<file path="src/rtl/fifo_byte_packer_if.sv">
`default_nettype none
// +--------------------------------------------------------------------------+
// | fifo_byte_packer_if : FIFO read side and packed-word output bus           |
// | flush/out_bytes exist only when PACKER_FLUSH_EN is defined. Rev 1.0       |
// +--------------------------------------------------------------------------+
interface fifo_byte_packer_if #(
  parameter int DATA_WIDTH = 8,
  parameter int PACK       = 4
);
  logic                         fifo_empty;
  logic                         fifo_rd_en;
  logic [DATA_WIDTH-1:0]        fifo_rd_data;
  logic                         out_valid;
  logic                         out_ready;
  logic [DATA_WIDTH*PACK-1:0]   out_data;
`ifdef PACKER_FLUSH_EN
  logic                         flush;
  logic [3:0]                   out_bytes;

  modport master (
    input  fifo_empty, fifo_rd_data, out_ready, flush,
    output fifo_rd_en, out_valid, out_data, out_bytes
  );
  modport slave (
    output fifo_empty, fifo_rd_data, out_ready, flush,
    input  fifo_rd_en, out_valid, out_data, out_bytes
  );
`else
  modport master (
    input  fifo_empty, fifo_rd_data, out_ready,
    output fifo_rd_en, out_valid, out_data
  );
  modport slave (
    output fifo_empty, fifo_rd_data, out_ready,
    input  fifo_rd_en, out_valid, out_data
  );
`endif
endinterface
`default_nettype wire

</file>
<file path="src/rtl/fifo_byte_packer.sv">
`default_nettype none
// +--------------------------------------------------------------------------+
// | fifo_byte_packer : reads PACK bytes from a FIFO, presents one packed word |
// | Optional partial-word flush via macro PACKER_FLUSH_EN.       Rev 1.0      |
// +--------------------------------------------------------------------------+
module fifo_byte_packer #(
  parameter int DATA_WIDTH = 8,
  parameter int PACK       = 4
) (
  input  wire logic           clk,
  input  wire logic           rst,
  fifo_byte_packer_if.master  bus
);
  localparam int c_CNT_W = 4;

  typedef enum logic [0:0] {
    FILL = 1'b0,
    HOLD = 1'b1
  } state_t;

  state_t                          r_state, w_state_nxt;
  logic [c_CNT_W-1:0]              r_cnt, w_cnt_nxt;
  logic                            r_inflight;
  logic [PACK-1:0][DATA_WIDTH-1:0] r_data, w_data_nxt;
  logic                            w_rd_en;
  logic                            w_room;
  logic                            w_pending;
`ifdef PACKER_FLUSH_EN
  logic                            r_pending, w_pending_nxt;
  logic [c_CNT_W-1:0]              r_out_bytes, w_out_bytes_nxt;

  assign w_pending = r_pending;
`else
  assign w_pending = 1'b0;
`endif

  // Counting the outstanding read keeps the last request from overshooting a full word.
  assign w_room = (r_cnt + c_CNT_W'(r_inflight)) < c_CNT_W'(PACK);

  always_comb begin
    w_state_nxt = r_state;
    w_cnt_nxt   = r_cnt;
    w_data_nxt  = r_data;
    w_rd_en     = 1'b0;
`ifdef PACKER_FLUSH_EN
    w_pending_nxt   = r_pending;
    w_out_bytes_nxt = r_out_bytes;
`endif
    case (r_state)
      FILL: begin
        w_rd_en = !rst && !bus.fifo_empty && !w_pending && w_room;
        if (r_inflight) begin
          for (int i = 0; i < PACK; i++) begin
            if (r_cnt == c_CNT_W'(i)) w_data_nxt[i] = bus.fifo_rd_data;
          end
          w_cnt_nxt = r_cnt + c_CNT_W'(1);
          if (w_cnt_nxt == c_CNT_W'(PACK)) begin
            w_state_nxt = HOLD;
`ifdef PACKER_FLUSH_EN
            w_out_bytes_nxt = c_CNT_W'(PACK);
            w_pending_nxt   = 1'b0;
`endif
          end
        end
`ifdef PACKER_FLUSH_EN
        else if (r_pending) begin
          // Pending flush resolves only once no read is outstanding.
          w_pending_nxt = 1'b0;
          if (r_cnt != '0) begin
            w_state_nxt     = HOLD;
            w_out_bytes_nxt = r_cnt;
          end
        end
        if (bus.flush && (w_state_nxt == FILL)) w_pending_nxt = 1'b1;
`endif
      end
      HOLD: begin
        if (bus.out_ready) begin
          w_state_nxt = FILL;
          w_cnt_nxt   = '0;
          w_data_nxt  = '0;
`ifdef PACKER_FLUSH_EN
          w_out_bytes_nxt = '0;
`endif
        end
      end
      default: w_state_nxt = FILL;
    endcase
  end

  always_ff @(posedge clk or posedge rst) begin
    if (rst) begin
      r_state     <= FILL;
      r_cnt       <= '0;
      r_inflight  <= 1'b0;
      r_data      <= '0;
`ifdef PACKER_FLUSH_EN
      r_pending   <= 1'b0;
      r_out_bytes <= '0;
`endif
    end else begin
      r_state     <= w_state_nxt;
      r_cnt       <= w_cnt_nxt;
      r_inflight  <= w_rd_en;
      r_data      <= w_data_nxt;
`ifdef PACKER_FLUSH_EN
      r_pending   <= w_pending_nxt;
      r_out_bytes <= w_out_bytes_nxt;
`endif
    end
  end

  assign bus.fifo_rd_en = w_rd_en;
  assign bus.out_valid  = (r_state == HOLD);
  assign bus.out_data   = r_data;
`ifdef PACKER_FLUSH_EN
  assign bus.out_bytes  = r_out_bytes;
`endif

endmodule
`default_nettype wire

</file>
<file path="src/flat_wrapper.sv">
// flat-port wrapper written by rule: the top's interface ports become plain ports
module fifo_byte_packer_flat 
#(
  parameter int DATA_WIDTH = 8,
  parameter int PACK       = 4
)
  (clk, rst, bus_fifo_empty, bus_fifo_rd_data, bus_out_ready, bus_fifo_rd_en, bus_out_valid, bus_out_data);
  fifo_byte_packer_if #(.DATA_WIDTH(DATA_WIDTH), .PACK(PACK)) bus_i ();
  input  wire logic clk;
  input  wire logic rst;
  input wire logic [$bits(bus_i.fifo_empty)-1:0] bus_fifo_empty;
  input wire logic [$bits(bus_i.fifo_rd_data)-1:0] bus_fifo_rd_data;
  input wire logic [$bits(bus_i.out_ready)-1:0] bus_out_ready;
  output wire logic [$bits(bus_i.fifo_rd_en)-1:0] bus_fifo_rd_en;
  output wire logic [$bits(bus_i.out_valid)-1:0] bus_out_valid;
  output wire logic [$bits(bus_i.out_data)-1:0] bus_out_data;
  assign bus_i.fifo_empty = bus_fifo_empty;
  assign bus_i.fifo_rd_data = bus_fifo_rd_data;
  assign bus_i.out_ready = bus_out_ready;
  assign bus_fifo_rd_en = bus_i.fifo_rd_en;
  assign bus_out_valid = bus_i.out_valid;
  assign bus_out_data = bus_i.out_data;
  fifo_byte_packer #(.DATA_WIDTH(DATA_WIDTH), .PACK(PACK)) u_core (.clk(clk), .rst(rst), .bus(bus_i));
endmodule
</file>
<file path="config.mk">
export PLATFORM = sky130hd
export DESIGN_NAME = fifo_byte_packer_flat
export DESIGN_NICKNAME = d
export VERILOG_FILES = /design/src/rtl/fifo_byte_packer_if.sv /design/src/rtl/fifo_byte_packer.sv /design/src/flat_wrapper.sv
export SDC_FILE = /design/constraint.sdc
export NUM_CORES = 1
export LEC_CHECK = 0
export BUFFER_PORTS_ARGS = -buffer_cell sky130_fd_sc_hd__buf_2
export CORE_UTILIZATION = 47
export DETAILED_ROUTE_END_ITERATION = 12
export PLACE_DENSITY = 0.86
export SYNTH_ARGS = -nofsm -noshare
export SYNTH_HDL_FRONTEND = slang
export SYNTH_SLANG_ARGS = --single-unit
</file>
<file path="constraint.sdc">
create_clock -name clk -period 1.7 [get_ports clk]
set_clock_uncertainty 0.1 [all_clocks]
set_input_delay 0.17 -clock clk [delete_from_list [all_inputs] [get_ports clk]]
set_output_delay 0.17 -clock clk [all_outputs]
set_load 0.01 [all_outputs]
</file>
==> run summary, run 1 <==
Highest clock rate -> 0.507 GHz
Overflow after GRT -> 0
Leakage power -> 1.18 nW
Register-to-Register Setup Slack -> 0.07 ns
Seq pwr share -> 51.4%
Ports -> 46
Gate Count Post-Synth -> 183
Max-slew headroom -> 68.1%
CP max stage cell -> sky130_fd_sc_hd__dfrtp_1
Register area share after synthesis -> 53.1%
Pre-CTS setup slack -> -0.0433 ns
Design internal power -> 1.41 mW
Sequential cell area -> 951 sq um
Weighted congestion reported at the end of routability-driven placement -> 0.818
Cell with the most instances after synthesis -> sky130_fd_sc_hd__dfrtp_1
Count of different cell masters after synthesis -> 29
Antenna violation net count after detailed routing -> 0
Required time reported for the critical path endpoint -> 1.43 ns
Length of the first detailed-routing pass in iterations -> 4
Multi-input combinational cell area -> 763 sq um
Proportion of power drawn by combinational gates -> 5.4%
Count of state elements after synthesis -> 38
Number of vias per cell -> 5.27
Syn Nets -> 200
Clock network fraction of total power -> 43.2%
Area of the die -> 4060 sq um
Critical-path maximum fanout -> 2
Clock period minus worst slack -> 1.97 ns
Run status -> complete, but fails checks
Startpoint types -> flip-flop
CTS Sinks -> 38
Initial antenna violation count -> 0
Fill cell instance count of the final layout -> 290
CTS root buf -> sky130_fd_sc_hd__clkbuf_8
Share of async-settable or async-resettable flops after synthesis -> 100%
TritonCTS clock tree -> done
Placed Cells incl. Taps -> 280
Kind of end point of the critical path -> output port
Half-perimeter wire length after detailed placement -> 2750 microns
Leading area contributor after synthesis -> sky130_fd_sc_hd__dfrtp_1
Effective utilization at floorplan -> 48.9%
Pin slew with the least headroom to its limit -> 0.478 ns
Worst Path Arrival -> 1.70 ns
Warnings, synthesis -> 0
Number of violations of the max-capacitance limit -> 0
Average routed wire per standard cell -> 14.1 microns
Largest net degree at the start of global routing -> 39
Dpl cell area -> 2160 sq um
Delay of the slowest cell on the worst path -> 0.38 ns
Switching power share of the total -> 20.2%
Non-filler instance count after layout -> 290
Chip Height -> 63.7 microns
Final count of pins violating max slew -> 0
Setup repair after global routing missed its margin -> yes
Failing checks -> setup timing
Pwr dens -> 754 nW/um^2
Site row count -> 22
Number of global-route vias before repair -> 1484
Total track usage -> 23.1%
Worst-case vdd ir drop -> 540 uV
Clock transition at path regs -> 0.07 ns
Core outline area -> 3660 sq um
First-pass GRT wire length -> 7080 microns
Power after layout -> 1.77 mW
Crit path setup slack, layout -> -0.273 ns
List of cells traversed by the critical path -> and3_4 -> or3_4 -> a2111oi_4 -> buf_2
Total vias in the final route -> 1528
Share of final-layout standard cells stronger than drive strength 1 -> 33.5%
Layout Area Growth over Synthesis -> 30.7%
Sw Pwr -> 357 uW
H-Tree Depth -> 2
Number of nets at the end of the flow -> 259
Maximum root-to-sink buffer count -> 2
Initial DRC Count -> 125
Number of buffers inserted during clock tree synthesis -> 5
Avg Cell Area, Syn -> 9.78 sq um
Post-detailed-routing wire length -> 4100 microns
Netlist area before placement -> 1790 sq um
Ranking of synthesized cells by instance count -> sky130_fd_sc_hd__dfrtp_1 (38), sky130_fd_sc_hd__nand2_1 (35), sky130_fd_sc_hd__nand3_1 (26)
Dominant cells by area after synthesis -> sky130_fd_sc_hd__dfrtp_1 (53%), sky130_fd_sc_hd__nand2_1 (7.3%), sky130_fd_sc_hd__nand3_1 (7.3%)
Type of the worst setup path -> reg -> out
Worst min-delay path category -> in -> reg
Final core utilization -> 63.9%
Die width -> 63.7 microns
Most frequently used flop master after synthesis -> sky130_fd_sc_hd__dfrtp_1
Hold Fails Final Rpt -> 0
Number of enable flip-flop cells after synthesis -> 0
Post-detailed-route DRC marker count -> 0
Clock latency reported for the late side of the worst-skew pair -> 0.28 ns
Count of antenna diodes in the layout -> 0
Port Buffer Count -> 45
Finished Cell Area -> 2340 sq um
Share of the synthesized area in the top cell type -> 53.1%
Ratio of final minimum period to clock period -> 116%
Number of setup violations in the final report -> 1
-- layer usage --
| metal | track usage [%] | vias to the layer above | wire (microns) |
|---|---|---|---|
| li1 | - | 735 | - |
| met1 | 30.9 | 714 | 1860 |
| met2 | 34.3 | 68 | 1860 |
| met3 | 5.07 | 11 | 255 |
| met4 | 13.1 | 0 | 122 |
| met5 | 0 | - | 0 |
-- critical path, delay by kind of cell, from the launching register on --
kind	cells	cell delay, ns
flops	1	0.38
compound gates	1	0.32
buf+inv	1	0.20
simple gates	2	0.51
-- placed cells by master, fill, tap and decap left out --
cell type	count
sky130_fd_sc_hd__o31ai_1	1
sky130_fd_sc_hd__and2_2	2
sky130_fd_sc_hd__and2b_1	1
sky130_fd_sc_hd__buf_12	2
sky130_fd_sc_hd__mux2i_1	8
sky130_fd_sc_hd__mux2_2	1
sky130_fd_sc_hd__bufinv_16	1
sky130_fd_sc_hd__inv_1	11
sky130_fd_sc_hd__o22ai_1	1
sky130_fd_sc_hd__buf_4	17
sky130_fd_sc_hd__buf_2	45
sky130_fd_sc_hd__dlygate4sd3_1	2
sky130_fd_sc_hd__o21ai_1	24
sky130_fd_sc_hd__a2111oi_4	1
sky130_fd_sc_hd__nor4_4	1
sky130_fd_sc_hd__nand2_1	34
sky130_fd_sc_hd__nand4_1	1
sky130_fd_sc_hd__a21oi_1	1
sky130_fd_sc_hd__xor2_1	3
sky130_fd_sc_hd__or3_4	1
sky130_fd_sc_hd__nand3_1	26
sky130_fd_sc_hd__nor2b_1	1
sky130_fd_sc_hd__nand2_2	1
sky130_fd_sc_hd__ha_4	1
sky130_fd_sc_hd__ha_1	4
sky130_fd_sc_hd__clkbuf_8	6
sky130_fd_sc_hd__o21bai_1	1
sky130_fd_sc_hd__a41o_1	1
sky130_fd_sc_hd__a22o_1	1
sky130_fd_sc_hd__o21ai_0	1
sky130_fd_sc_hd__and3_4	1
sky130_fd_sc_hd__nor4b_4	1
sky130_fd_sc_hd__dfrtp_1	38
sky130_fd_sc_hd__and2_1	1
-- logic make-up (layout without fill, tap and decap cells) --
| group | Yosys count | in the layout | synth area share (%) |
|---|---|---|---|
| AND/OR/NAND/NOR | 71 | 71 | 20.0 |
| multiplexers | 9 | 9 | 5.10 |
| AO/OA/AOI/OAI | 32 | 32 | 10.3 |
| XOR/XNOR | 3 | 3 | 1.47 |
| adder cells (fa/ha/maj) | 5 | 5 | 3.49 |
| buffers and inverters | 25 | 84 | 6.50 |
| flip-flops | 38 | 38 | 53.1 |
-- registers in the layout (all words and copies together) (netlist names) --
name and flops:
u_core.bus.out_valid 1, u_core.bus.out_data 32, u_core.r_cnt 4, u_core.r_inflight 1
-- path summary, 6_finish.rpt --
kind	startpoint	end	depth (start not counted)
max	u_core.r_inflight$_DFF_PP0_	bus_fifo_rd_en	4
min	bus_fifo_rd_data[4]	u_core.bus.out_data[28]$_DFFE_PP0P_	3
max reg2reg	u_core.r_inflight$_DFF_PP0_	u_core.r_inflight$_DFF_PP0_	5
min reg2reg	u_core.bus.out_data[6]$_DFFE_PP0P_	u_core.bus.out_data[6]$_DFFE_PP0P_	2
max in group asynchronous	rst	u_core.bus.out_data[27]$_DFFE_PP0P_	4
min in group asynchronous	rst	u_core.r_cnt[3]$_DFFE_PP0P_	4
-- through the flow --
step                hold WS, ns  setup TNS, ns
floorplan                 0.157              0
global placement          0.221              0
detailed placement        0.226        -0.0433
CTS                      0.0555         -0.248
global route             0.0582         -0.346
finish                   0.0665         -0.273
-- final cells by class --
type,count,area share (%)
well taps,48,2.57
inverters,11,1.76
repair buffers,66,17.6
clock buffers,6,3.53
clock inverters,1,1.28
multi-input cells,120,32.6
flip-flops and latches,38,40.6
-- power by group through the flow --
stage | clock network (mW) | logic, mW | registers [mW]
finish | 0.763 | 0.0945 | 0.908
CTS | 0.777 | 0.0926 | 0.907
detailed placement | 0 | 0.0854 | 0.925
floorplan | 0 | 0.0366 | 0.927
global route | 0.822 | 0.104 | 0.907
global placement | 0 | 0.0842 | 0.924
-- what timing repair did --
| action | CTS | global route |
|---|---|---|
| setup endpoints to repair | 1 | 20 |
| endpoints found under the hold margin | 39 | 0 |
| pin swaps | 1 | 1 |
| buffers inserted | 2 | 1 |
| gates resized for setup | 3 | 5 |
| hold buffers | 2 | 0 |
Note: power is estimated with default switching activity, not from simulation.
==> run 2, diff against run 1 <==
- CORE_UTILIZATION: 47 -> 35
- PLACE_DENSITY: 0.86 -> 0.7
- SKIP_CTS_REPAIR_TIMING: not set -> 1
==> run 2 against run 1 <==
Effect of this change:
- the flow still finishes with violations (setup timing)
- register-to-register slack barely moved
- cell count up 6.6%
- combinational power rose by 3.0%
- via count is 2.6% lower
- non-clock buffer count shrank 1
- critical path type unchanged
==> run summary, run 2 (same netlist as run 1, synthesis figures left out) <==
Total track usage -> 18.1% (was 23.1%)
Leakage power -> 1.16 nW (was 1.18 nW)
Final sum of negative setup slack -> -0.257 ns (was -0.273 ns)
Layout Area Growth over Synthesis -> 31.0% (was 30.7%)
H-Tree Depth -> 2 (unchanged)
Final core utilization -> 48.7% (was 63.9%)
Reg-to-Reg Start -> u_core.r_cnt[1]$_DFFE_PP0P_ (was u_core.r_inflight$_DFF_PP0_)
Highest clock rate -> 0.511 GHz (was 0.507 GHz)
Worst Path Arrival -> 1.69 ns (was 1.70 ns)
Average routed wire per standard cell -> 14.2 microns (was 14.1 microns)
Initial DRC Count -> 111 (was 125)
Antenna violation net count after detailed routing -> 0 (unchanged)
First-pass GRT wire length -> 7270 microns (was 7080 microns)
Capturing instance or port of the critical path -> bus_fifo_rd_en (unchanged)
Power after layout -> 1.65 mW (was 1.77 mW)
Clock latency reported for the late side of the worst-skew pair -> 0.29 ns (was 0.28 ns)
Pin slew with the least headroom to its limit -> 0.480 ns (was 0.478 ns)
Port Buffer Count -> 45 (unchanged)
Clock transition at path regs -> 0.07 ns (about the same)
Maximum root-to-sink buffer count -> 2 (unchanged)
Most frequent cells in the layout -> sky130_fd_sc_hd__buf_2 (45), sky130_fd_sc_hd__dfrtp_1 (38), sky130_fd_sc_hd__nand2_1 (34) (unchanged)
Critical path launch point -> u_core.r_cnt[0]$_DFFE_PP0P_ (was u_core.r_inflight$_DFF_PP0_)
Number of flip-flops in the largest register -> 32 (unchanged)
Endpoint of the lowest-slack register-to-register path -> u_core.bus.out_data[27]$_DFFE_PP0P_ (was u_core.r_inflight$_DFF_PP0_)
Post-detailed-routing wire length -> 4400 microns (was 4100 microns)
Crit path setup slack, layout -> -0.257 ns (was -0.273 ns)
Critical-path maximum fanout -> 2 (unchanged)
Number of global-route vias before repair -> 1493 (was 1484)
Pwr dens -> 703 nW/um^2 (was 754 nW/um^2)
Share of final-layout standard cells stronger than drive strength 1 -> 33.1% (was 33.5%)
Clock period minus worst slack -> 1.96 ns (was 1.97 ns)
Setup repair after global routing missed its margin -> yes (unchanged)
Run status -> complete, but fails checks (unchanged)
Number of setup violations in the final report -> 1 (unchanged)
CTS Sinks -> 38 (unchanged)
Initial antenna violation count -> 0 (unchanged)
Worst hold margin -> 0.0514 ns (was 0.0665 ns)
Area of the die -> 5410 sq um (was 4060 sq um)
Largest net degree at the start of global routing -> 39 (unchanged)
List of cells traversed by the critical path -> and3_4 -> or3_4 -> a2111oi_4 -> buf_2 (unchanged)
Type of the worst setup path -> reg -> out (unchanged)
Number of nets at the end of the flow -> 258 (was 259)
Site row count -> 25 (was 22)
Non-filler instance count after layout -> 309 (was 290)
Number of vias per cell -> 4.82 (was 5.27)
Finished Cell Area -> 2350 sq um (was 2340 sq um)
Worst min-delay path category -> in -> reg (unchanged)
Pre-CTS setup slack -> -0.00817 ns (was -0.0433 ns)
Fill cell instance count of the final layout -> 473 (was 290)
Dpl cell area -> 2180 sq um (was 2160 sq um)
Most frequent standard cell in the layout excluding fill and tap cells -> sky130_fd_sc_hd__buf_2 (unchanged)
Core outline area -> 4820 sq um (was 3660 sq um)
Delay of the slowest cell on the worst path -> 0.38 ns (about the same)
Effective utilization at floorplan -> 37.2% (was 48.9%)
Total vias in the final route -> 1489 (was 1528)
Post-detailed-route DRC marker count -> 0 (unchanged)
Placed Cells incl. Taps -> 298 (was 280)
Half-perimeter wire length after detailed placement -> 2990 microns (was 2750 microns)
Startpoint types -> flip-flop (unchanged)
Length of the first detailed-routing pass in iterations -> 4 (unchanged)
TritonCTS clock tree -> done (unchanged)
Final count of pins violating max slew -> 0 (unchanged)
Worst-case vdd ir drop -> 278 uV (was 540 uV)
Register-to-Register Setup Slack -> 0.06 ns (was 0.07 ns)
Number of buffers inserted during clock tree synthesis -> 5 (unchanged)
Max-slew headroom -> 68.0% (was 68.1%)
CP max stage cell -> sky130_fd_sc_hd__dfrtp_1 (unchanged)
Weighted congestion reported at the end of routability-driven placement -> 0.743 (was 0.818)
Hold Fails Final Rpt -> 0 (unchanged)
Register-to-Register Path Depth -> 6 (was 5)
Overflow after GRT -> 0 (unchanged)
Ports -> 46 (unchanged)
CTS root buf -> sky130_fd_sc_hd__clkbuf_8 (unchanged)
Required time reported for the critical path endpoint -> 1.43 ns (about the same)
Count of antenna diodes in the layout -> 0 (unchanged)
Chip Height -> 73.5 microns (was 63.7 microns)
Failing checks -> setup timing (unchanged)
Die width -> 73.5 microns (was 63.7 microns)
Ratio of final minimum period to clock period -> 115% (was 116%)
Number of violations of the max-capacitance limit -> 0 (unchanged)
Kind of end point of the critical path -> output port (unchanged)
## run 2: layer usage
metal  share of wire [%]  wire length, microns  global-route usage, %
met1                  44                  1930                   24.4
met2                  46                  2040                   26.9
met3                 7.1                   314                   4.80
met4                 2.5                   112                   8.97
met5                   0                     0                      0
## run 2: worst max-delay path, delay by kind of cell (launching register included)
| kind | cells | cell delay, ns |
|---|---|---|
| AND/OR/NAND/NOR | 2 | 0.53 |
| buffers and inverters | 1 | 0.19 |
| AO/OA/AOI/OAI | 1 | 0.30 |
| flip-flops | 1 | 0.38 |
## run 2: worst min path at each step
stage	slack [ns]	cells after the start	from	end
after floorplan	0.16	1	rst	u_core.r_inflight$_DFF_PP0_
after global placement	0.23	3	rst	u_core.r_inflight$_DFF_PP0_
after detailed placement	0.23	3	rst	u_core.r_inflight$_DFF_PP0_
after CTS	-0.09	3	rst	u_core.bus.out_data[21]$_DFFE_PP0P_
after global routing	0.06	3	bus_fifo_rd_data[7]	u_core.bus.out_data[31]$_DFFE_PP0P_
final	0.05	3	bus_fifo_rd_data[7]	u_core.bus.out_data[31]$_DFFE_PP0P_
## run 2: layout make-up
class	instances	area [sq um]	area share, %
Tap cell	67	83.8	3.57
Sequential cell	38	951	40.5
Inverter	11	41.3	1.76
Timing Repair Buffer	65	412	17.5
Clock buffer	6	82.6	3.52
Clock inverter	2	12.5	0.533
Multi-Input combinational cell	120	763	32.5
## run 2: report_power, final
part | internal, mW | switching (mW) | total (mW)
Clock | 0.326 | 0.320 | 0.646
Sequential | 0.906 | 0.00120 | 0.907
Combinational | 0.0345 | 0.0627 | 0.0973
